`src/rtl/pt2262_pkg.sv`:
```
// Shared types, timing constants and symbol helpers for the PT2262-style encoder.
package pt2262_pkg;

    typedef enum logic [1:0] {SYM_0, SYM_1, SYM_F} sym_t;
    typedef enum logic [1:0] {IDLE, BIT, SYNC} state_t;

    // Symbol timing in oscillator units (alpha).
    localparam int ALPHA_BIT  = 32;
    localparam int ALPHA_SYNC = 128;
    localparam int SHORT_A    = 4;
    localparam int LONG_A     = 12;
    localparam int HALF_A     = ALPHA_BIT / 2;

    // The alpha counter must hold 0..ALPHA_SYNC-1.
    localparam int ALPHA_W = $clog2(ALPHA_SYNC);
    typedef logic [ALPHA_W-1:0] alpha_t;

    // Address switch code to symbol: 00 -> '0', 01 -> '1', 1x -> floating.
    function automatic sym_t addr_code_to_sym(input logic [1:0] code);
        case (code)
            2'b00:   return SYM_0;
            2'b01:   return SYM_1;
            default: return SYM_F;
        endcase
    endfunction

    // Output level of a data/address symbol at a given alpha position (0..31).
    // Each half is one high pulse followed by low; '1' uses long pulses in both
    // halves, 'F' only in the second half, '0' never.
    function automatic logic sym_level(input sym_t sym, input alpha_t alpha);
        logic   long_pulse;
        alpha_t pos;
        if (alpha < alpha_t'(HALF_A)) begin
            long_pulse = (sym == SYM_1);
            pos        = alpha;
        end else begin
            long_pulse = (sym != SYM_0);
            pos        = alpha - alpha_t'(HALF_A);
        end
        return long_pulse ? (pos < alpha_t'(LONG_A)) : (pos < alpha_t'(SHORT_A));
    endfunction

    // Sync symbol: one short pulse, then a long low tail.
    function automatic logic sync_level(input alpha_t alpha);
        return alpha < alpha_t'(SHORT_A);
    endfunction

endpackage

```
`src/rtl/pt2262_alpha_tick.sv`:
```
// Alpha-period divider: counts 0..CLK_DIV-1 and ticks on the last count.
// Held at zero while i_clear is high so each word starts phase-aligned.
module pt2262_alpha_tick #(
    parameter int CLK_DIV = 96
) (
    input  logic clk,
    input  logic reset,
    input  logic i_clear,
    output logic o_tick
);

    localparam int CW = (CLK_DIV > 1) ? $clog2(CLK_DIV) : 1;

    logic [CW-1:0] r_cnt;
    logic          w_last;

    assign w_last = (r_cnt == CW'(CLK_DIV - 1));
    assign o_tick = !i_clear && w_last;

    // Divider counter: wraps at CLK_DIV-1, forced to zero while cleared.
    always_ff @(posedge clk or negedge reset) begin
        // NOTE: non-blocking assignments for all state so every register samples pre-edge values.
        if (!reset) begin
            r_cnt <= '0;
        end else if (i_clear || w_last) begin
            r_cnt <= '0;
        end else begin
            r_cnt <= r_cnt + 1'b1;
        end
    end

endmodule

```
`src/rtl/codificador_pt2262_burst.sv`:
```
// PT2262-compatible serial encoder: N_ADDR trinary address symbols, N_DATA
// data bits and a sync symbol, sent as counted or continuous bursts.
module codificador_pt2262_burst
    import pt2262_pkg::*;
#(
    parameter int N_ADDR  = 8,
    parameter int N_DATA  = 4,
    parameter int CLK_DIV = 96,
    parameter int BURST_W = 8
) (
    input  logic                                 clk,
    input  logic                                 reset,
    input  logic [2*N_ADDR-1:0]                  addr_i,
    // With N_DATA = 0 a single unused bit keeps the port legal.
    input  logic [(N_DATA > 0 ? N_DATA : 1)-1:0] data_i,
    input  logic                                 start_i,
    input  logic                                 stop_i,
    input  logic [BURST_W-1:0]                   burst_i,
    output logic                                 busy_o,
    output logic                                 cod_o,
    output logic                                 sync_o,
    output logic                                 word_done_o
);

    localparam int N_SYM = N_ADDR + N_DATA;
    localparam int DW    = (N_DATA > 0) ? N_DATA : 1;
    localparam int IW    = (N_SYM > 1) ? $clog2(N_SYM) : 1;

    typedef logic [IW-1:0] idx_t;

    // Symbol at position idx of the latched word: address first, then data.
    function automatic sym_t symbol_at(input idx_t idx,
                                       input logic [2*N_ADDR-1:0] addr,
                                       input logic [DW-1:0] data);
        int k;
        k = int'(idx);
        if (k < N_ADDR) begin
            return addr_code_to_sym(2'(addr >> (2 * k)));
        end
        return (1'(data >> (k - N_ADDR))) ? SYM_1 : SYM_0;
    endfunction

    state_t                r_state,     w_state_nxt;
    idx_t                  r_idx,       w_idx_nxt;
    alpha_t                r_alpha,     w_alpha_nxt;
    logic [2*N_ADDR-1:0]   r_addr,      w_addr_nxt;
    logic [DW-1:0]         r_data,      w_data_nxt;
    logic [BURST_W-1:0]    r_remaining, w_rem_nxt;
    logic                  r_continuous, w_cont_nxt;
    logic                  r_stop_pend, w_stop_nxt;
    logic                  r_cod,  w_cod_nxt;
    logic                  r_sync;
    logic                  r_busy;
    logic                  w_word_done;
    logic                  w_tick;
    sym_t                  w_sym_nxt;

    pt2262_alpha_tick #(
        .CLK_DIV (CLK_DIV)
    ) u_alpha_tick (
        .clk     (clk),
        .reset   (reset),
        .i_clear (r_state == IDLE),
        .o_tick  (w_tick)
    );

    // Next-state logic: symbol/alpha sequencing, latching and burst decisions.
    always_comb begin
        // NOTE: every next-state variable gets a default first so no path infers a latch.
        w_state_nxt = r_state;
        w_idx_nxt   = r_idx;
        w_alpha_nxt = r_alpha;
        w_addr_nxt  = r_addr;
        w_data_nxt  = r_data;
        w_rem_nxt   = r_remaining;
        w_cont_nxt  = r_continuous;
        w_stop_nxt  = r_stop_pend;
        w_word_done = 1'b0;

        case (r_state)
            IDLE: begin
                w_stop_nxt = 1'b0;
                if (start_i) begin
                    w_state_nxt = BIT;
                    w_idx_nxt   = '0;
                    w_alpha_nxt = '0;
                    w_addr_nxt  = addr_i;
                    w_data_nxt  = data_i;
                    w_rem_nxt   = burst_i;
                    w_cont_nxt  = (burst_i == '0);
                end
            end

            BIT: begin
                if (stop_i) w_stop_nxt = 1'b1;
                if (w_tick) begin
                    if (r_alpha == alpha_t'(ALPHA_BIT - 1)) begin
                        w_alpha_nxt = '0;
                        if (r_idx == idx_t'(N_SYM - 1)) begin
                            w_state_nxt = SYNC;
                        end else begin
                            w_idx_nxt = r_idx + 1'b1;
                        end
                    end else begin
                        w_alpha_nxt = r_alpha + 1'b1;
                    end
                end
            end

            SYNC: begin
                if (stop_i) w_stop_nxt = 1'b1;
                if (w_tick) begin
                    if (r_alpha == alpha_t'(ALPHA_SYNC - 1)) begin
                        w_word_done = 1'b1;
                        w_alpha_nxt = '0;
                        w_idx_nxt   = '0;
                        if (!r_continuous) w_rem_nxt = r_remaining - 1'b1;
                        if (w_stop_nxt ||
                            (!r_continuous && (w_rem_nxt == '0)) ||
                            (r_continuous && !start_i)) begin
                            w_state_nxt = IDLE;
                            w_stop_nxt  = 1'b0;
                        end else begin
                            // Back-to-back word: fresh address/data, no gap.
                            w_state_nxt = BIT;
                            w_addr_nxt  = addr_i;
                            w_data_nxt  = data_i;
                        end
                    end else begin
                        w_alpha_nxt = r_alpha + 1'b1;
                    end
                end
            end

            default: begin
                w_state_nxt = IDLE;
            end
        endcase
    end

    // Output waveform level for the upcoming cycle, so cod_o is a clean flop.
    always_comb begin
        w_sym_nxt = symbol_at(w_idx_nxt, w_addr_nxt, w_data_nxt);
        w_cod_nxt = 1'b0;
        case (w_state_nxt)
            BIT:     w_cod_nxt = sym_level(w_sym_nxt, w_alpha_nxt);
            SYNC:    w_cod_nxt = sync_level(w_alpha_nxt);
            default: w_cod_nxt = 1'b0;
        endcase
    end

    // State, counters, input latches and registered outputs.
    always_ff @(posedge clk or negedge reset) begin
        if (!reset) begin
            r_state      <= IDLE;
            r_idx        <= '0;
            r_alpha      <= '0;
            r_addr       <= '0;
            r_data       <= '0;
            r_remaining  <= '0;
            r_continuous <= 1'b0;
            r_stop_pend  <= 1'b0;
            r_cod        <= 1'b0;
            r_sync       <= 1'b0;
            r_busy       <= 1'b0;
        end else begin
            r_state      <= w_state_nxt;
            r_idx        <= w_idx_nxt;
            r_alpha      <= w_alpha_nxt;
            r_addr       <= w_addr_nxt;
            r_data       <= w_data_nxt;
            r_remaining  <= w_rem_nxt;
            r_continuous <= w_cont_nxt;
            r_stop_pend  <= w_stop_nxt;
            r_cod        <= w_cod_nxt;
            r_sync       <= (w_state_nxt == SYNC);
            r_busy       <= (w_state_nxt != IDLE);
        end
    end

    assign busy_o      = r_busy;
    assign cod_o       = r_cod;
    assign sync_o      = r_sync;
    assign word_done_o = w_word_done;

endmodule

```
`config.mk`:
```
export PLATFORM = sky130hd
export DESIGN_NAME = codificador_pt2262_burst
export DESIGN_NICKNAME = d
export VERILOG_FILES = /design/src/rtl/pt2262_pkg.sv /design/src/rtl/pt2262_alpha_tick.sv /design/src/rtl/codificador_pt2262_burst.sv
export SDC_FILE = /design/constraint.sdc
export NUM_CORES = 1
export LEC_CHECK = 0
export CAP_MARGIN = 20
export CORE_ASPECT_RATIO = 1.4
export CORE_MARGIN = 10
export CORE_UTILIZATION = 55
export DETAILED_ROUTE_END_ITERATION = 6
export PLACE_DENSITY_LB_ADDON = 0.15
export SYNTH_ARGS = -nofsm -noshare
export SYNTH_HDL_FRONTEND = slang
export SYNTH_SLANG_ARGS = --single-unit
```
`constraint.sdc`:
```
create_clock -name clk -period 4.6 [get_ports clk]
set_input_delay 0.46 -clock clk [delete_from_list [all_inputs] [get_ports clk]]
set_output_delay 0.46 -clock clk [all_outputs]
set_load 0.03 [all_outputs]
```
======== Word level (Yosys, flattened, before mapping) ========
Cells that the tools add are included.
storage, ports and cells
  register bits ........................... 53
  input bits .............................. 32
  output and inout bits ................... 4
  logic and storage cells ................. 117
operators by class
  add/sub/neg operators ................... 6
  $lt $le $gt $ge ......................... 5
  eq/ne operators ......................... 13
  shift operators ......................... 2
  multiplexer cells ....................... 60
  reduce and logical (&&, ||, !) cells .... 19
operators by type and width
  operator             count
  $mux 16              4
  $mux 7               8
  $mux 8               7
  $mux 4               10
  $pmux 16 s2          1
  $shr 4x32->1         1
  $pmux 7 s3           1
  $logic_not 8->1      2
  $mux 2               8
  $pmux 8 s2           1
  $shr 16x5->2         1
  $add 7x1->7 const B  2
  $eq 7x7->1 const B   2
  $lt 7x3->1 const B   2
  $mux 1               14
  $pmux 4 s3           1
  $eq 2x1->1 const B   4
  $pmux 4 s2           1
  $sub 8x1->8 const B  1
  $eq 7x5->1 const B   1
  $lt 7x4->1 const B   1
  $lt 7x5->1 const B   1
  $sub 7x5->7 const B  1
  $pmux 2 s3           1
  other kinds (18)     29

======== Depth between registers and ports, before layout ========
Gate-level depths: netlist (run 1).
  depth after elaboration ................. 23
  depth in mapped cells ................... 17
  gate-level depth less buffers ........... 16

======== Cells and area by module ========
A second synthesis (run 1) with hierarchy kept.
second synthesis, totals
  cell total of the unflattened synthesis .. 377
  area total of the unflattened synthesis .. 3482.1 sq um
modules (own cells, without submodules)
  module                    instances  cells an instance  area an instance (sq um)  sequential area each (sq um)
  codificador_pt2262_burst  1          347                3163.0                    1151.1
  pt2262_alpha_tick         1          30                 319.1                     175.2

======== Worst setup path before layout (run 1) ========
No wires, ideal clock.
  kind .................................... register to register
  start point ............................. register r_state[0]
  end point ............................... register r_cod, in the netlist cod_o
  data arrival time ....................... 3.319 ns
  required time ........................... 4.474 ns
  setup slack ............................. 1.155 ns
  stages on the path, launching flop included .. 14
  period minus slack after synthesis ...... 3.445 ns
  cells stage by stage .................... dfrtp_1 > inv_1 > ha_1 > or3b_1 > clkbuf_1 > or4b_1 > a21oi_1 > nor2_1 > a221oi_2 > inv_1 > o211ai_1 > a211oi_1 > or4b_1 > mux2i_1
between the ends
  longest elaborated chain between the ends .. 15
  elaborated cells on any way between the ends .. 48
  those cells by class .................... add/sub: 2; order compare: 5; eq/ne: 6; shift: 2; mux: 28; reduce/logical: 5
RTL lines
  what                                                    line                                                             RTL
  start, declared                                         codificador_pt2262_burst.sv:43                                   state_t r_state, w_state_nxt;
  start signal, assigned                                  codificador_pt2262_burst.sv:167                                  r_state <= w_state_nxt;
  $logic_not 2->1                                         codificador_pt2262_burst.sv:63, codificador_pt2262_burst.sv:80
  $logic_not 1->1                                         pt2262_alpha_tick.sv:18                                          assign o_tick = !i_clear && w_last;
  $logic_and 1x1->1                                       pt2262_alpha_tick.sv:18
  $mux 4, on equally long branches                        codificador_pt2262_burst.sv:112, codificador_pt2262_burst.sv:96
  $pmux 4 s3 *                                            codificador_pt2262_burst.sv:80                                   case (r_state)
  net w_idx_nxt[0]                                        codificador_pt2262_burst.sv:44                                   idx_t r_idx, w_idx_nxt;
  $shr 16x5->2                                            codificador_pt2262_burst.sv:38                                   return addr_code_to_sym(2'(addr >> (2 * k)));
  $eq 2x1->1 / $logic_not 2->1 (equally long branches)    pt2262_pkg.sv:20                                                 case (code)
  $pmux 2 s2                                              pt2262_pkg.sv:20
  $mux 2                                                  codificador_pt2262_burst.sv:37                                   if (k < N_ADDR) begin
  $mux 2 *                                                codificador_pt2262_burst.sv:40                                   return (1'(data >> (k - N_ADDR))) ? SYM_1 : SYM_0;
  $eq 2x1->1 / $reduce_bool 2->1 (equally long branches)  pt2262_pkg.sv:34, pt2262_pkg.sv:37
  $mux 1 *                                                pt2262_pkg.sv:33                                                 if (alpha < alpha_t'(HALF_A)) begin
  $mux 1 *                                                codificador_pt2262_burst.sv:145                                  case (w_state_nxt)
  $mux 1 *                                                pt2262_pkg.sv:40                                                 return long_pulse ? (pos < alpha_t'(LONG_A)) : (pos < alpha_t'(SHORT_A));
  $pmux 1 s2 *                                            codificador_pt2262_burst.sv:145
  net w_cod_nxt                                           codificador_pt2262_burst.sv:51                                   logic r_cod, w_cod_nxt;
  end signal, assigned                                    codificador_pt2262_burst.sv:175                                  r_cod <= w_cod_nxt;
  end, declared                                           codificador_pt2262_burst.sv:51
Mark *: on every way through the listed nets, which the timed path passes. The rest lies on a longest branch. The select of a mux whose other input is x is not followed.
A chain may end at the register's enable or synchronous reset.

======== Final worst setup path (run 1) ========
  start point ............................. register r_state[0]
  end point ............................... register r_cod, in the netlist cod_o
between the ends
  longest elaborated chain between the ends .. 15
  elaborated cells on any way between the ends .. 48
  those cells by class .................... add/sub: 2; order compare: 5; eq/ne: 6; shift: 2; mux: 28; reduce/logical: 5
RTL lines
  what                                                    line                                                            RTL
  $logic_not 2->1                                         codificador_pt2262_burst.sv:63, codificador_pt2262_burst.sv:80
  $logic_not 1->1                                         pt2262_alpha_tick.sv:18
  $logic_and 1x1->1                                       pt2262_alpha_tick.sv:18
  $mux 4 (tied with other cells)                          codificador_pt2262_burst.sv:112                                 if (w_tick) begin
  $pmux 4 s3 / $pmux 16 s2 (equally long branches)        codificador_pt2262_burst.sv:80
  $shr 16x5->2                                            codificador_pt2262_burst.sv:38
  $eq 2x1->1 / $logic_not 2->1 (equally long branches)    pt2262_pkg.sv:20
  $pmux 2 s2                                              pt2262_pkg.sv:20
  $mux 2                                                  codificador_pt2262_burst.sv:37
  $mux 2                                                  codificador_pt2262_burst.sv:40
  $eq 2x1->1 / $reduce_bool 2->1 (equally long branches)  pt2262_pkg.sv:34, pt2262_pkg.sv:37
  $mux 1                                                  pt2262_pkg.sv:33
  $mux 1                                                  codificador_pt2262_burst.sv:145
  $mux 1                                                  pt2262_pkg.sv:40
  $pmux 1 s2 *                                            codificador_pt2262_burst.sv:145
  net w_cod_nxt                                           codificador_pt2262_burst.sv:51
Marks and branches as above.

==> impl_metrics.py, run 1 <==
metrics = {
    "outcome": {
        "outcome": "complete, no violations",
    },
    "clocking": {
        "worst_skew_pair.late_latency_ns": 0.32,
        "numCtsBuffers": 5,
        "htree_levels": 2,
        "cts_tree": "done",
        "cts.sinks": 53,
        "ctsResizeCount": 0,
        "postCtsSetupBuffers": 0,
        "clock_path_buffers": 2,
        "clkTransAtPathRegs_ns": 0.10,
        "cts_hold_buf": 0,
        "root_buffer": "clkbuf_8",
    },
    "timing": {
        "max_slew.worst_pin.slew_ns": 0.996,
        "fin_crit_ns": 4.09,
        "finalHoldViolations": 0,
        "rsz0062_at_grt": "false",
        "clock_skew_ns": 0.0144,
        "final-setup-viol-count": 0,
        "drv_slew": 0,
        "tns_ns": 0,
        "maxSlewHeadroom": 0.336,
        "hold_slack_ns": 0.260,
        "fmax_mhz": 244,
        "fin_crit_sh": 0.890,
    },
    "setup_path": {
        "cp_max_fo": 14,
        "r2r_end": "cod_o",
        "startpoint": "r_state[0]",
        "worstPathRequired_ns": 4.79,
        "reg2reg_slack_ns": 0.51,
        "worstReg2RegStart": "r_state[0]",
        "path_class": "register to register",
        "r2r_cells": 13,
        "worstSetupEndpoint": "cod_o",
        "cp-start-kind": "register",
        "end_kind": "register",
        "cp_data_arrival_time_ns": 4.29,
    },
    "placement": {
        "place.port_buffers": 35,
        "dp_hpwl_um": 7110,
        "finalWeightedCongestion": 0.910,
        "dpl_cell_area_mm2": 0.00421,
    },
    "final_layout": {
        "multi_input_area_mm2": 0.00226,
        "area.growth.synth_to_final_pct": 13.2,
        "fillers": 606,
        "n_antenna_cell": 0,
        "regArea_mm2": 0.00133,
        "fin_area_mm2": 0.00429,
        "mostFrequentLayoutCells": "dfrtp_1 (53), nand2_1 (51), clkdlybuf4s50_1 (34)",
        "final_net_count": 509,
        "final_common_cell": "dfrtp_1",
        "layout-drive-gt1-share": 0.105,
    },
    "pwr": {
        "leakage_nw": 1.71,
        "seqPwrFrac": 0.390,
        "switchingPower_uw": 788,
        "power_frac_comb": 0.469,
        "clkPwrFrac": 0.141,
        "powerDensity_mw_per_mm2": 444,
        "intPower_mw": 1.11,
        "swShare": 0.414,
        "irDropWorstVdd_mv": 0.237,
    },
    "synthesis": {
        "synthCells": 435,
        "synth_edf_count": 0,
        "postSynthAreaPerCell_um2": 8.71,
        "syn_area_mm2": 0.00379,
        "synth_area_leaders": "dfrtp_1 (35%), mux2_2 (5.9%), nand2_1 (5.1%)",
        "async_flop_share": 1.00,
        "synth_warnings": 0,
        "yosysTopAreaCell": "dfrtp_1",
        "synthDominantCellAreaShare": 0.350,
        "ys_ff_latch": 53,
        "ys.flop_type": "dfrtp_1",
        "synthDistinctLibCells": 68,
        "ys_seq_area_frac": 0.350,
        "syn_nets": 479,
    },
    "die": {
        "num_io_pins": 36,
        "rows": 35,
        "die_h_um": 118,
        "dieArea_mm2": 0.0107,
        "die_width_um": 90.1,
        "core_area_mm2": 0.00666,
        "initial_core_util": 0.569,
    },
    "route": {
        "drt_iter0_markers": 227,
        "postRouteAntennaNets": 0,
        "vias": 3528,
        "vias_per_cell": 6.32,
        "dr.pass1.iters": 5,
        "wl_um": 9830,
        "routedWlPerCell_um": 17.6,
        "drc": 0,
    },
    "min_path": {
        "min_path_type": "input port to async pin",
    },
    "grt": {
        "grt_max_degree": 54,
        "grt_pass1_wl_um": 16700,
        "grt_pass1_vias": 3394,
        "antenna_found_initial": 0,
        "grt.overflow.total": 0,
        "grt_usage": 0.181,
    },
    "flow_run": {
        "drv_cap": 0,
    },
}
==> per-layer routing <==
layer	up-vias	wire [um]	GRT usage
li1	1695	-	-
met1	1702	4350	0.234
met2	122	4960	0.310
met3	9	410	0.0241
met4	0	108	0.0419
met5	-	0	0
==> power by group through the flow <==
stage | clock network [mW] | registers (mW) | logic, mW
floorplan | 0 | 0.724 | 0.664
global placement | 0 | 0.743 | 0.863
detailed placement | 0 | 0.749 | 0.884
CTS | 0.270 | 0.739 | 0.888
global route | 0.287 | 0.768 | 0.994
finish | 0.268 | 0.742 | 0.893
==> stage by stage <==
step / total power, mW / utilization / std cells / setup WS (ns)
CTS: 1.90 / 0.644 / 558 / 0.515
floorplan: 1.39 / - / 435 / 1.15
global route: 2.05 / 0.644 / 558 / 0.209
finish: 1.90 / 0.644 / 558 / 0.506
global placement: 1.61 / 0.632 / 550 / 0.612
detailed placement: 1.63 / 0.632 / 550 / 0.552
==> registers in the layout, indices dropped and copies added, names as in the netlist <==
signal              flops
r_data                  4
u_alpha_tick.r_cnt      7
r_alpha                 7
r_remaining             8
r_idx                   4
r_continuous            1
sync_o                  1
cod_o                   1
r_addr                 16
busy_o                  1
r_stop_pend             1
r_state                 2
==> Yosys cell counts (6+ instances only) <==
| master | count |
|---|---|
| o21ai_0 | 25 |
| mux2i_1 | 10 |
| nand4_1 | 7 |
| a31oi_1 | 6 |
| nand3_1 | 18 |
| a21oi_1 | 29 |
| dfrtp_1 | 53 |
| a22oi_1 | 12 |
| mux2_2 | 20 |
| clkbuf_1 | 12 |
| nor2_1 | 28 |
| o22ai_1 | 9 |
| nand2_1 | 51 |
| o211ai_1 | 7 |
| nor3_1 | 12 |
| inv_1 | 21 |
| ha_1 | 12 |
| or3_1 | 8 |
==> final cells by class <==
cell class / count / share of cell area
Clock buffer: 8 / 0.0187
Inverter: 22 / 0.0193
Multi-Input combinational cell: 338 / 0.528
Sequential cell: 53 / 0.309
Tap cell: 92 / 0.0268
Timing Repair Buffer: 45 / 0.0980
==> logic make-up (layout without fill, tap and decap cells) <==
kind of cell               count (synthesis)  count (layout)  synth area share
and+or+nand+nor                          158             158             0.216
buffers and inverters                     44              75            0.0519
muxes                                     30              30            0.0859
adders and majority gates                 12              12            0.0396
xor gates and xnor gates                   6               6            0.0139
DFF                                       53              53             0.350
AOI/OAI and AO/OA                        132             132             0.243
==> worst max-delay path, cell delays in order (launching register included) <==
cell and delay [ns]:
dfrtp_1 0.41, inv_1 0.10, ha_1 0.23, or3b_1 0.48, nor4b_2 0.59, a21o_1 0.18
and3_1 0.26, inv_1 0.26, nor4_1 0.33, a211oi_1 0.09, a211oi_1 0.27, o22ai_1 0.12
or4b_1 0.50, mux2i_1 0.14
==> worst min-delay path by stage <==
stage,end,slack [ns],depth (start not counted)
2_1_floorplan,busy_o,0.16,0
3_3_place_gp,u_alpha_tick.r_cnt[0],0.44,1
3_5_place_dp,u_alpha_tick.r_cnt[0],0.45,1
4_1_cts,r_remaining[3],0.29,2
5_1_grt,r_remaining[3],0.32,2
6_report,r_remaining[3],0.26,2
(Power assumes the default switching activity.)
==> run 2, diff against run 1 <==
--- a/config.mk
+++ b/config.mk
@@ -5,6 +5,7 @@
 export SDC_FILE = /design/constraint.sdc
 export NUM_CORES = 1
 export LEC_CHECK = 0
+export ABC_AREA = 1
 export CAP_MARGIN = 20
 export CORE_ASPECT_RATIO = 1.4
 export CORE_MARGIN = 10
==> impl_metrics.py, run 2 <==
metrics = {
    "setup_path": {
        "cp_data_arrival_time_ns": 3.66,
        "worstPathRequired_ns": 4.81,
        "path_class": "register to register",
        "end_kind": "register",
        "cp_max_fo": 21,
        "cp-start-kind": "register",
    },
    "timing": {
        "drv_slew": 0,
        "clock_skew_ns": 0.00609,
        "rsz0062_at_grt": "false",
        "max_slew.worst_pin.slew_ns": 0.796,
        "fmax_mhz": 290,
        "final-setup-viol-count": 0,
        "fin_crit_sh": 0.750,
        "fin_crit_ns": 3.45,
        "tns_ns": 0,
        "maxSlewHeadroom": 0.468,
        "finalHoldViolations": 0,
    },
    "final_layout": {
        "final_net_count": 620,
        "mostFrequentLayoutCells": "nand2_1 (132), inv_1 (82), nand3_1 (69)",
        "layout-drive-gt1-share": 0.0712,
        "n_antenna_cell": 0,
        "top_register": "r_addr",
        "final_common_cell": "nand2_1",
        "area.growth.synth_to_final_pct": 13.8,
        "reg.largest.list": "r_addr: 16 flops, r_remaining: 8 flops",
        "largest_register_ffs": 16,
    },
    "route": {
        "drc": 0,
        "wl_um": 9870,
        "dr.pass1.iters": 5,
        "postRouteAntennaNets": 0,
        "drt_iter0_markers": 257,
        "vias_per_cell": 5.64,
        "routedWlPerCell_um": 14.7,
        "vias": 3784,
    },
    "clocking": {
        "cts_hold_buf": 0,
        "htree_levels": 2,
        "ctsResizeCount": 0,
        "clkTransAtPathRegs_ns": 0.10,
        "worst_skew_pair.late_latency_ns": 0.31,
        "cts_tree": "done",
        "root_buffer": "clkbuf_8",
        "cts.sinks": 53,
        "clock_path_buffers": 2,
        "postCtsSetupBuffers": 0,
        "numCtsBuffers": 5,
    },
    "synthesis": {
        "postSynthAreaPerCell_um2": 7.07,
        "synth_warnings": 0,
        "synth_common_cells": "nand2_1 (132), inv_1 (82), nand3_1 (69)",
        "ys.flop_type": "dfrtp_1",
        "syn_nets": 589,
        "async_flop_share": 1.00,
        "synth.most_common_cell": "nand2_1",
        "synthDominantCellAreaShare": 0.344,
        "synth_edf_count": 0,
        "synthDistinctLibCells": 40,
        "synthCells": 545,
        "yosysTopAreaCell": "dfrtp_1",
        "ys_ff_latch": 53,
        "syn_area_mm2": 0.00385,
        "synth_area_leaders": "dfrtp_1 (34%), nand2_1 (13%), nand3_1 (9.0%)",
        "ys_seq_area_frac": 0.344,
    },
    "pwr": {
        "irDropWorstVdd_mv": 0.208,
        "finalPower_uw": 810,
        "leakage_nw": 2.31,
        "powerDensity_mw_per_mm2": 185,
    },
    "die": {
        "rows": 36,
        "initial_core_util": 0.559,
        "die_h_um": 119,
        "dieArea_mm2": 0.0108,
        "die_width_um": 90.7,
        "num_io_pins": 36,
        "core_area_mm2": 0.00689,
    },
    "placement": {
        "finalWeightedCongestion": 0.878,
        "place.port_buffers": 35,
        "dp_hpwl_um": 7070,
    },
    "outcome": {
        "outcome": "complete, no violations",
    },
    "grt": {
        "grt_pass1_vias": 3755,
        "grt_pass1_wl_um": 17100,
        "grt_usage": 0.185,
        "grt.overflow.total": 0,
        "antenna_found_initial": 0,
        "grt_max_degree": 54,
    },
    "min_path": {
        "min_path_type": "input port to async pin",
    },
    "flow_run": {
        "drv_cap": 0,
    },
}
## run 2: layout make-up
class	instances	area (um2)
Clock buffer	7	86.3
Timing Repair Buffer	42	398
Inverter	85	319
Tap cell	95	119
Sequential cell	53	1330
Multi-Input combinational cell	389	2140
Fill cell	636	2510
## run 2: logic make-up after synthesis
family,synth area share
simple gates,0.337
fa+ha+maj,0.0390
buf+inv,0.102
flops,0.344
compound gates,0.168
xor+xnor,0.00909
## run 2: worst max-delay path, cell delays in order (launching register included)
cell and delay [ns]:
dfrtp_1 0.39, inv_1 0.09, ha_1 0.30, nor3_4 0.34, nand2_2 0.14, nor2_2 0.10
buf_4 0.26, nand2_1 0.54, nand2_1 0.22, nand3_1 0.09, a21oi_1 0.21, nand2_1 0.08
nand3_1 0.10, nand2_1 0.06, nand2_1 0.07, nand3_1 0.09, nand3_1 0.09, nand2_1 0.05
nand3_1 0.08, a21oi_2 0.05
## run 2: routing by layer
metal / global-route usage / share of wire
met4: 0.0509 / 0.014
met5: 0 / 0
met1: 0.212 / 0.42
met3: 0.0327 / 0.038
met2: 0.341 / 0.53
## run 2: worst paths after layout
kind | from | endpoint | slack (ns) | cells after the start
min reg2reg | u_alpha_tick.r_cnt[0] | u_alpha_tick.r_cnt[0] | 0.46 | 1
min | reset | u_alpha_tick.r_cnt[3] | 0.27 | 2
max | r_state[0] | cod_o | 1.15 | 19
min in group clk | u_alpha_tick.r_cnt[0] | u_alpha_tick.r_cnt[0] | 0.46 | 1
max reg2reg | r_state[0] | cod_o | 1.15 | 19
max in group asynchronous | reset | r_idx[1] | 3.88 | 2
## run 2: through the flow
step                      setup slack [ns]  cell area, um2   util  cells  hold WS [ns]
after detailed placement              1.21            4300  0.624    664         0.453
after floorplan                       2.10            3850      -    545         0.164
final                                 1.15            4380  0.636    671         0.267
after global routing                 0.787            4380  0.636    671         0.317
after CTS                             1.19            4380  0.636    671         0.291
after global placement                1.32            4300  0.624    664         0.444
## run 2: where the power goes
part	leakage, nW	switching (mW)	total, mW	internal (mW)
clock	0.0443	0.157	0.277	0.120
sequential	0.637	0.00354	0.473	0.470
combinational	1.63	0.0284	0.0601	0.0318
total	2.31	0.189	0.810	0.621
